File: src/rtl/cpu_sdram_bridge.sv
// Bridges a valid/ready CPU request onto the SDRAM controller CPU port, splitting
// longwords into a high-word phase, one idle gap cycle and a low-word phase.
module cpu_sdram_bridge #(
  parameter int unsigned TIMEOUT = 255
) (
  input  logic        clk_114,
  input  logic        reset,
  input  logic        req_valid,
  output logic        req_ready,
  input  logic [23:0] req_addr,
  input  logic        req_we,
  input  logic        req_fetch,
  input  logic        req_long,
  input  logic [3:0]  req_be,
  input  logic [31:0] req_wdata,
  output logic        rsp_valid,
  output logic [31:0] rsp_rdata,
  output logic        rsp_err,
  output logic [23:0] cpuAddr,
  output logic [6:0]  cpustate,
  output logic        cpuL,
  output logic        cpuU,
  output logic [15:0] cpuWR,
  input  logic [15:0] cpuRD,
  input  logic        cpuena
);

  typedef enum logic [2:0] {IDLE, HI, GAP, LO, RESP} state_t;

  localparam logic [7:0] TIMEOUT_W     = 8'(TIMEOUT);
  localparam logic [6:0] CPUSTATE_IDLE = 7'b0000101;

  state_t      state_q, state_d;
  logic [23:0] addr_q, addr_d;
  logic        we_q, we_d, fetch_q, fetch_d, long_q, long_d;
  logic [3:0]  be_q, be_d;
  logic [31:0] wdata_q, wdata_d;
  logic [15:0] hi_q, hi_d, lo_q, lo_d;
  logic [7:0]  wd_q, wd_d;
  logic        timed_out;
  logic [1:0]  mode;

  logic        req_ready_q, req_ready_d;
  logic        rsp_valid_q, rsp_valid_d;
  logic        rsp_err_q, rsp_err_d;
  logic [31:0] rsp_rdata_q, rsp_rdata_d;
  logic [23:0] cpu_addr_q, cpu_addr_d;
  logic [6:0]  cpustate_q, cpustate_d;
  logic        cpu_l_q, cpu_l_d, cpu_u_q, cpu_u_d;
  logic [15:0] cpu_wr_q, cpu_wr_d;

  always_comb begin
    // NOTE: every variable gets a default first so no path through the case infers a latch.
    state_d   = state_q;
    addr_d    = addr_q;
    we_d      = we_q;
    fetch_d   = fetch_q;
    long_d    = long_q;
    be_d      = be_q;
    wdata_d   = wdata_q;
    hi_d      = hi_q;
    lo_d      = lo_q;
    wd_d      = 8'd0;
    timed_out = 1'b0;

    unique case (state_q)
      IDLE: if (req_valid) begin
        addr_d  = req_addr;
        we_d    = req_we;
        fetch_d = req_fetch;
        long_d  = req_long;
        be_d    = req_be;
        wdata_d = req_wdata;
        hi_d    = 16'h0;
        lo_d    = 16'h0;
        state_d = HI;
      end
      HI, LO: begin
        if (cpuena) begin
          if (state_q == HI && long_q) begin
            hi_d    = cpuRD;
            state_d = GAP;
          end else begin
            lo_d    = cpuRD;
            state_d = RESP;
          end
        end else if (wd_q + 8'd1 == TIMEOUT_W) begin
          // The watchdog's next value would hit the limit: abandon remaining phases.
          timed_out = 1'b1;
          state_d   = RESP;
        end else begin
          wd_d = wd_q + 8'd1;
        end
      end
      GAP:     state_d = LO;
      RESP:    state_d = IDLE;
      default: state_d = IDLE;
    endcase

    // Outputs are computed from the next state so they are registered yet phase-aligned.
    mode        = we_d ? 2'b11 : (fetch_d ? 2'b00 : 2'b10);
    req_ready_d = (state_d == IDLE);
    rsp_valid_d = (state_d == RESP);
    rsp_err_d   = timed_out;
    rsp_rdata_d = 32'h0;
    if (state_d == RESP && !timed_out && !we_d)
      rsp_rdata_d = long_d ? {hi_d, lo_d} : {16'h0, lo_d};

    cpustate_d = CPUSTATE_IDLE;
    cpu_l_d    = 1'b1;
    cpu_u_d    = 1'b1;
    cpu_addr_d = cpu_addr_q;
    cpu_wr_d   = cpu_wr_q;
    if (state_d == HI || state_d == LO) begin
      cpustate_d = {long_d, 4'b0000, mode};
      if (state_d == HI && long_d) begin
        cpu_addr_d = addr_d;
        cpu_l_d    = ~be_d[2];
        cpu_u_d    = ~be_d[3];
        cpu_wr_d   = wdata_d[31:16];
      end else begin
        cpu_addr_d = (state_d == LO) ? addr_d + 24'd1 : addr_d;
        cpu_l_d    = ~be_d[0];
        cpu_u_d    = ~be_d[1];
        cpu_wr_d   = wdata_d[15:0];
      end
    end
  end

  // NOTE: sequential state uses non-blocking assignments only, so every flop samples pre-edge values.
  always_ff @(posedge clk_114) begin
    if (reset) begin
      state_q     <= IDLE;
      addr_q      <= 24'h0;
      we_q        <= 1'b0;
      fetch_q     <= 1'b0;
      long_q      <= 1'b0;
      be_q        <= 4'h0;
      wdata_q     <= 32'h0;
      hi_q        <= 16'h0;
      lo_q        <= 16'h0;
      wd_q        <= 8'd0;
      req_ready_q <= 1'b1;
      rsp_valid_q <= 1'b0;
      rsp_err_q   <= 1'b0;
      rsp_rdata_q <= 32'h0;
      cpu_addr_q  <= 24'h0;
      cpustate_q  <= CPUSTATE_IDLE;
      cpu_l_q     <= 1'b1;
      cpu_u_q     <= 1'b1;
      cpu_wr_q    <= 16'h0;
    end else begin
      state_q     <= state_d;
      addr_q      <= addr_d;
      we_q        <= we_d;
      fetch_q     <= fetch_d;
      long_q      <= long_d;
      be_q        <= be_d;
      wdata_q     <= wdata_d;
      hi_q        <= hi_d;
      lo_q        <= lo_d;
      wd_q        <= wd_d;
      req_ready_q <= req_ready_d;
      rsp_valid_q <= rsp_valid_d;
      rsp_err_q   <= rsp_err_d;
      rsp_rdata_q <= rsp_rdata_d;
      cpu_addr_q  <= cpu_addr_d;
      cpustate_q  <= cpustate_d;
      cpu_l_q     <= cpu_l_d;
      cpu_u_q     <= cpu_u_d;
      cpu_wr_q    <= cpu_wr_d;
    end
  end

  assign req_ready = req_ready_q;
  assign rsp_valid = rsp_valid_q;
  assign rsp_err   = rsp_err_q;
  assign rsp_rdata = rsp_rdata_q;
  assign cpuAddr   = cpu_addr_q;
  assign cpustate  = cpustate_q;
  assign cpuL      = cpu_l_q;
  assign cpuU      = cpu_u_q;
  assign cpuWR     = cpu_wr_q;

endmodule

File: config.mk
export PLATFORM = sky130hd
export DESIGN_NAME = cpu_sdram_bridge
export DESIGN_NICKNAME = d
export VERILOG_FILES = /design/src/rtl/cpu_sdram_bridge.sv
export SDC_FILE = /design/constraint.sdc
export NUM_CORES = 1
export LEC_CHECK = 0
export ABC_AREA = 0
export ABC_CLOCK_PERIOD_IN_PS = 9600
export BUFFER_PORTS_ARGS = -buffer_cell sky130_fd_sc_hd__buf_2
export CAP_MARGIN = 0
export CORE_MARGIN = 2
export CORE_UTILIZATION = 55
export CTS_CLUSTER_SIZE = 14
export DETAILED_ROUTE_END_ITERATION = 8
export GPL_TIMING_DRIVEN = 1
export PLACE_DENSITY_LB_ADDON = 0.05
export SYNTH_ARGS = -nofsm -noshare
export SYNTH_HDL_FRONTEND = slang
export SYNTH_SLANG_ARGS = --single-unit
File: constraint.sdc
create_clock -name clk_114 -period 9.6 [get_ports clk_114]
set_input_delay 0.48 -clock clk_114 [delete_from_list [all_inputs] [get_ports clk_114]]
set_output_delay 0.48 -clock clk_114 [all_outputs]
set_load 0.1 [all_outputs]
-- After elaboration in Yosys (flattened, before gate mapping)
Cells that the tools add are included.
- add/subtract/negate cells: 2
- $mul: 0
- divide/modulo/power cells: 0
- order comparisons: 0
- equality and inequality tests: 7
- shift-type cells: 0
- multiplexer cells: 36
- bitwise logic cells: 8
- reductions and logical operators: 15
- operator list (cell ; number):
    $mux 16 ; 7
    $mux 24 ; 4
    $mux 32 ; 2
    $pmux 16 s2 ; 2
    $add 24x1->24 const B ; 1
    $mux 3 ; 5
    $mux 1 ; 11
    $eq 3x2->1 const B ; 3
    $pmux 3 s3 ; 1
    $add 8x1->8 const B ; 1
    $eq 8x8->1 const B ; 1
    $mux 4 ; 2
    $not 1->1 ; 8
    $eq 3x1->1 const B ; 2
    $logic_not 3->1 ; 2
    $reduce_or 2->1 ; 3
    $reduce_or 3->1 ; 2
    $logic_and 1x1->1 ; 4
    $mux 2 ; 2
    $reduce_or 4->1 ; 1
    $eq 3x3->1 const B ; 1
    $logic_not 1->1 ; 2
    $logic_or 1x1->1 ; 1
- register bits after elaboration: 190
- bits in latches: 0
- RAM bits: 0
- memory bits (read-only): 0
- input bits: 83
- output and inout port bits: 84
- word-level logic and storage cells: 90
- memories: 0

-- Logic depth before layout (Yosys ltp)
- word-level depth: 10
- mapped depth: 13
- depth with buffers taken out: 9

-- Least setup slack after synthesis
OpenSTA, ideal clock, no wires.
- path type: reg2reg
- start: register state_q[0]
- end: register cpu_addr_q[14] (netlist: cpuAddr[14])
- setup time: 0.124 ns
- arrival time: 2.884 ns
- data required time: 9.476 ns
- path slack: 6.592 ns
- cell stages (with the launch flop): 14
- buffers on the path: 4
- clock period less this slack: 3.008 ns
- path through: dfxtp_1 -> buf_6 -> nor4b_4 -> buf_2 -> buf_2 -> buf_2 -> mux2i_1 -> inv_1 -> ha_1 -> nand2_1 -> a211oi_1 -> nand4_1 -> xnor2_1 -> o21ai_0
- elaborated cells on any way between the ends: 20
- those cells by class: 1 x add/sub; 5 x eq/ne; 9 x mux; 5 x reduce/logical
- RTL lines (item ; RTL line ; source):
    from (decl) ; 33 ; state_t state_q, state_d;
    from (signal assigned) ; 153 ; state_q <= state_d;
    $logic_not 3->1 ; 66 ; unique case (state_q)
    $mux 24 ; 66 ;
    named net addr_d[0] ; 34 ; logic [23:0] addr_q, addr_d;
    $add 24x1->24 ; 122 ; cpu_addr_d = (state_d == LO) ? addr_d + 24'd1 : addr_d;
    $mux 24 ; 122 ;
    $mux 24 ; 116 ; if (state_d == HI && long_d) begin
    to (signal assigned) ; 167 ; cpu_addr_q <= cpu_addr_d;
    to (decl) ; 47 ; logic [23:0] cpu_addr_q, cpu_addr_d;
The timed path passes the listed nets, and every way through them passes these cells.
A chain may end at the register's enable or synchronous reset.

-- Final worst setup path
Same ends and word-level chain as after synthesis.

==> flow_summary.json <==
{
  "cp.arrival_ns": 4.08,
  "top_layer_used": "met4",
  "drv_cap": 0,
  "holdCritPathClass": "input pin to register",
  "tightest_slew_ns": 1.10,
  "wirelength_mm": 17.5,
  "tns_ns": 0,
  "h-tree-depth": 4,
  "cts_hold_buf": 0,
  "slew_viol_final": 0,
  "die-area_mm2": 0.0145,
  "io_buffers": 163,
  "ys_seq_elements": 187,
  "via_per_inst": 5.48,
  "cts_buffers": 17,
  "p_int_w": 0.00134,
  "grt_pass1_vias": 5806,
  "worstSkewPairLatency_ns": 0.42,
  "timing.fmax_mhz": 263,
  "leakage_nw": 3.84,
  "ant_nets": 0,
  "synth_ff_type": "dfxtp_1",
  "place_inst": 1079,
  "nets": 1008,
  "hold_depth": 2,
  "crit_path_max_incr_delay_ns": 0.70,
  "dieWidth_um": 121,
  "synth_edf_count": 0,
  "ys_warn_count": 0,
  "synth_cell_type_count": 57,
  "cts_tree": "done",
  "io_pins": 167,
  "antenna_found_initial": 0,
  "drc": 0,
  "syn_avg_cell_area_um2": 9.45,
  "core-area_mm2": 0.0132,
  "p_switching_w": 0.000550,
  "track_usage": 0.240,
  "synth.largest_area_cell": "dfxtp_1",
  "crit_required_ns": 9.87,
  "final-hold-violation-count": 0,
  "cts_buffer_depth": 2,
  "finalCritPeriodShare": 0.397,
  "finClkSkew_ns": 0.00597,
  "cp_slowest_cell": "buf_4",
  "start_kind": "register",
  "start_util": 0.565,
  "drt_iter0_drc": 549,
  "slew_headroom": 0.269,
  "combPwrFrac": 0.166,
  "cp_cell_sequence": "nor4b_4, buf_4, buf_4, mux2i_1, inv_1, ha_1, nand2_1, a211oi_1, nand4_1, xnor2_1, o21ai_0",
  "num_vias": 6092,
  "routabilityCongestion": 0.797,
  "wl_met2_mm": 8.43,
  "met1Wirelength_mm": 7.71,
  "setup_violations": 0,
  "cts_root_buffer": "clkbuf_16",
  "grt_max_degree": 76,
  "syn_inst": 791,
  "switching_share": 0.291,
  "power_frac_clock": 0.392,
  "cts_setup_buffers": 0,
  "clk_pin_slew_worst_paths_ns": 0.07,
  "die_h_um": 121,
  "place_hpwl_mm": 11.6,
  "final_cells": 1111,
  "synthArstFlopShare": 0,
  "path_buf_inv": 3,
  "cp_common_cell": "buf_4",
  "synthesis.area_mm2": 0.00748,
  "firstDrtPassIters": 5,
  "wl_per_cell_um": 15.7,
  "seqPwrFrac": 0.442,
  "critPathCaptureType": "register",
  "crit_family": "buffers and inverters",
  "status": "complete, no violations",
  "syn2layout_area_growth_pct": 19.3,
  "drive_above_1_share": 0.240,
  "rows": 42,
  "grt_pass1_wl_mm": 27.7,
  "fin_crit_ns": 3.81,
  "power_density_mw_per_mm2": 212,
  "ir_drop_v": 0.000139,
  "synth_top_area_share": 0.501,
  "wl_met3_mm": 1.13,
  "finalPower_w": 0.00189,
  "synth.area.top_cells": "dfxtp_1 (50%), nand2_1 (6.4%), mux4_1 (5.6%)",
  "rsz0062_at_grt": "no",
  "antenna_cells": 0,
  "clock_sinks": 187,
  "cts-resized-gates": 0,
  "yosysSeqAreaShare": 0.501,
  "crit_cells": 11,
  "path_class": "register to register",
  "reg2reg_depth": 11,
  "grt-ovfl-total": 0,
  "cp_max_fo": 72
}
metal layers:
layer,global-route usage,up-vias
met5,0,-
met4,0.0865,0
met3,0.0604,17
met2,0.391,205
met1,0.311,2890
li1,-,2980
cell usage after synthesis, drive strengths merged (4+ instances only):
master	count
a2111oi	4
a211oi	4
a21oi	68
a22o	16
a22oi	15
and3	19
buf	24
clkbuf	33
dfxtp	187
inv	7
mux2i	25
mux4	18
nand2	127
nand2b	5
nand3	12
nand3b	10
nand4	10
nor2	112
nor2b	4
nor3	6
o21ai	19
xnor2	21
xor2	6
registers in the layout, summed over array words and instances, names as in the netlist, 3 cells and up:
name       flops
addr_q        24
be_q           4
cpuAddr       24
cpuWR         16
cpustate       4
hi_q          16
lo_q          16
rsp_rdata     32
state_q        3
wd_q           8
wdata_q       32
final cells by class:
class	count	area [µm²]
fill	1115	4330
sequential	187	3740
multi-input combinational	542	3450
timing repair buffer	167	848
clock buffer	18	439
tap	176	220
clock inverter	14	194
inverter	7	26.3
worst paths after layout:
| path | slack, ns | start | end |
|---|---|---|---|
| hold reg to reg | 0.45 | wdata_q[25] | wdata_q[25] |
| setup / recovery | 5.79 | state_q[0] | cpuAddr[14] |
| setup reg to reg | 5.79 | state_q[0] | cpuAddr[14] |
| hold / removal | 0.29 | req_fetch | cpustate[1] |
stage by stage:
step	hold WS, ns	util	cell area [µm²]	worst slack, ns
floorplan	0.432	-	7480	6.59
global placement	0.436	0.626	8280	5.89
detailed placement	0.441	0.626	8280	5.74
CTS	0.266	0.673	8920	5.75
global route	0.293	0.673	8920	5.42
finish	0.287	0.673	8920	5.79
logic make-up (layout without fill, tap and decap cells):
logic type	after synthesis	after routing	share of synthesized area
compound gates	138	138	0.122
xor+xnor	27	27	0.0316
fa+ha+maj	3	3	0.00502
buf+inv	64	206	0.0397
flops	187	187	0.501
mux	45	45	0.0992
other cells	1	3	0.000502
simple gates	326	326	0.202
layout by cell type, fill, tap and decap left out, drive strengths merged, types with 5 or more instances in the layout:
cell type,synthesis,routed
a22oi,15,15
xnor2,21,21
nor2,112,112
clkinv,0,7
a21oi,68,68
clkbuf,33,18
o21ai,19,19
mux2i,25,25
nand3,12,12
xor2,6,6
nand3b,10,10
nand2,127,127
nor3,6,6
a22o,16,16
inv,7,9
nand2b,5,5
nand4,10,10
and3,19,19
mux4,18,18
buf,24,167
dfxtp,187,187
power by group through the flow:
stage	Combinational, W	Clock [W]	Sequential [W]
after floorplan	0.000138	0	0.000962
after global placement	0.000309	0	0.000850
after detailed placement	0.000315	0	0.000852
after CTS	0.000316	0.000755	0.000834
after global routing	0.000335	0.000789	0.000838
final	0.000314	0.000742	0.000835
Power figures use the tool's default switching activity.
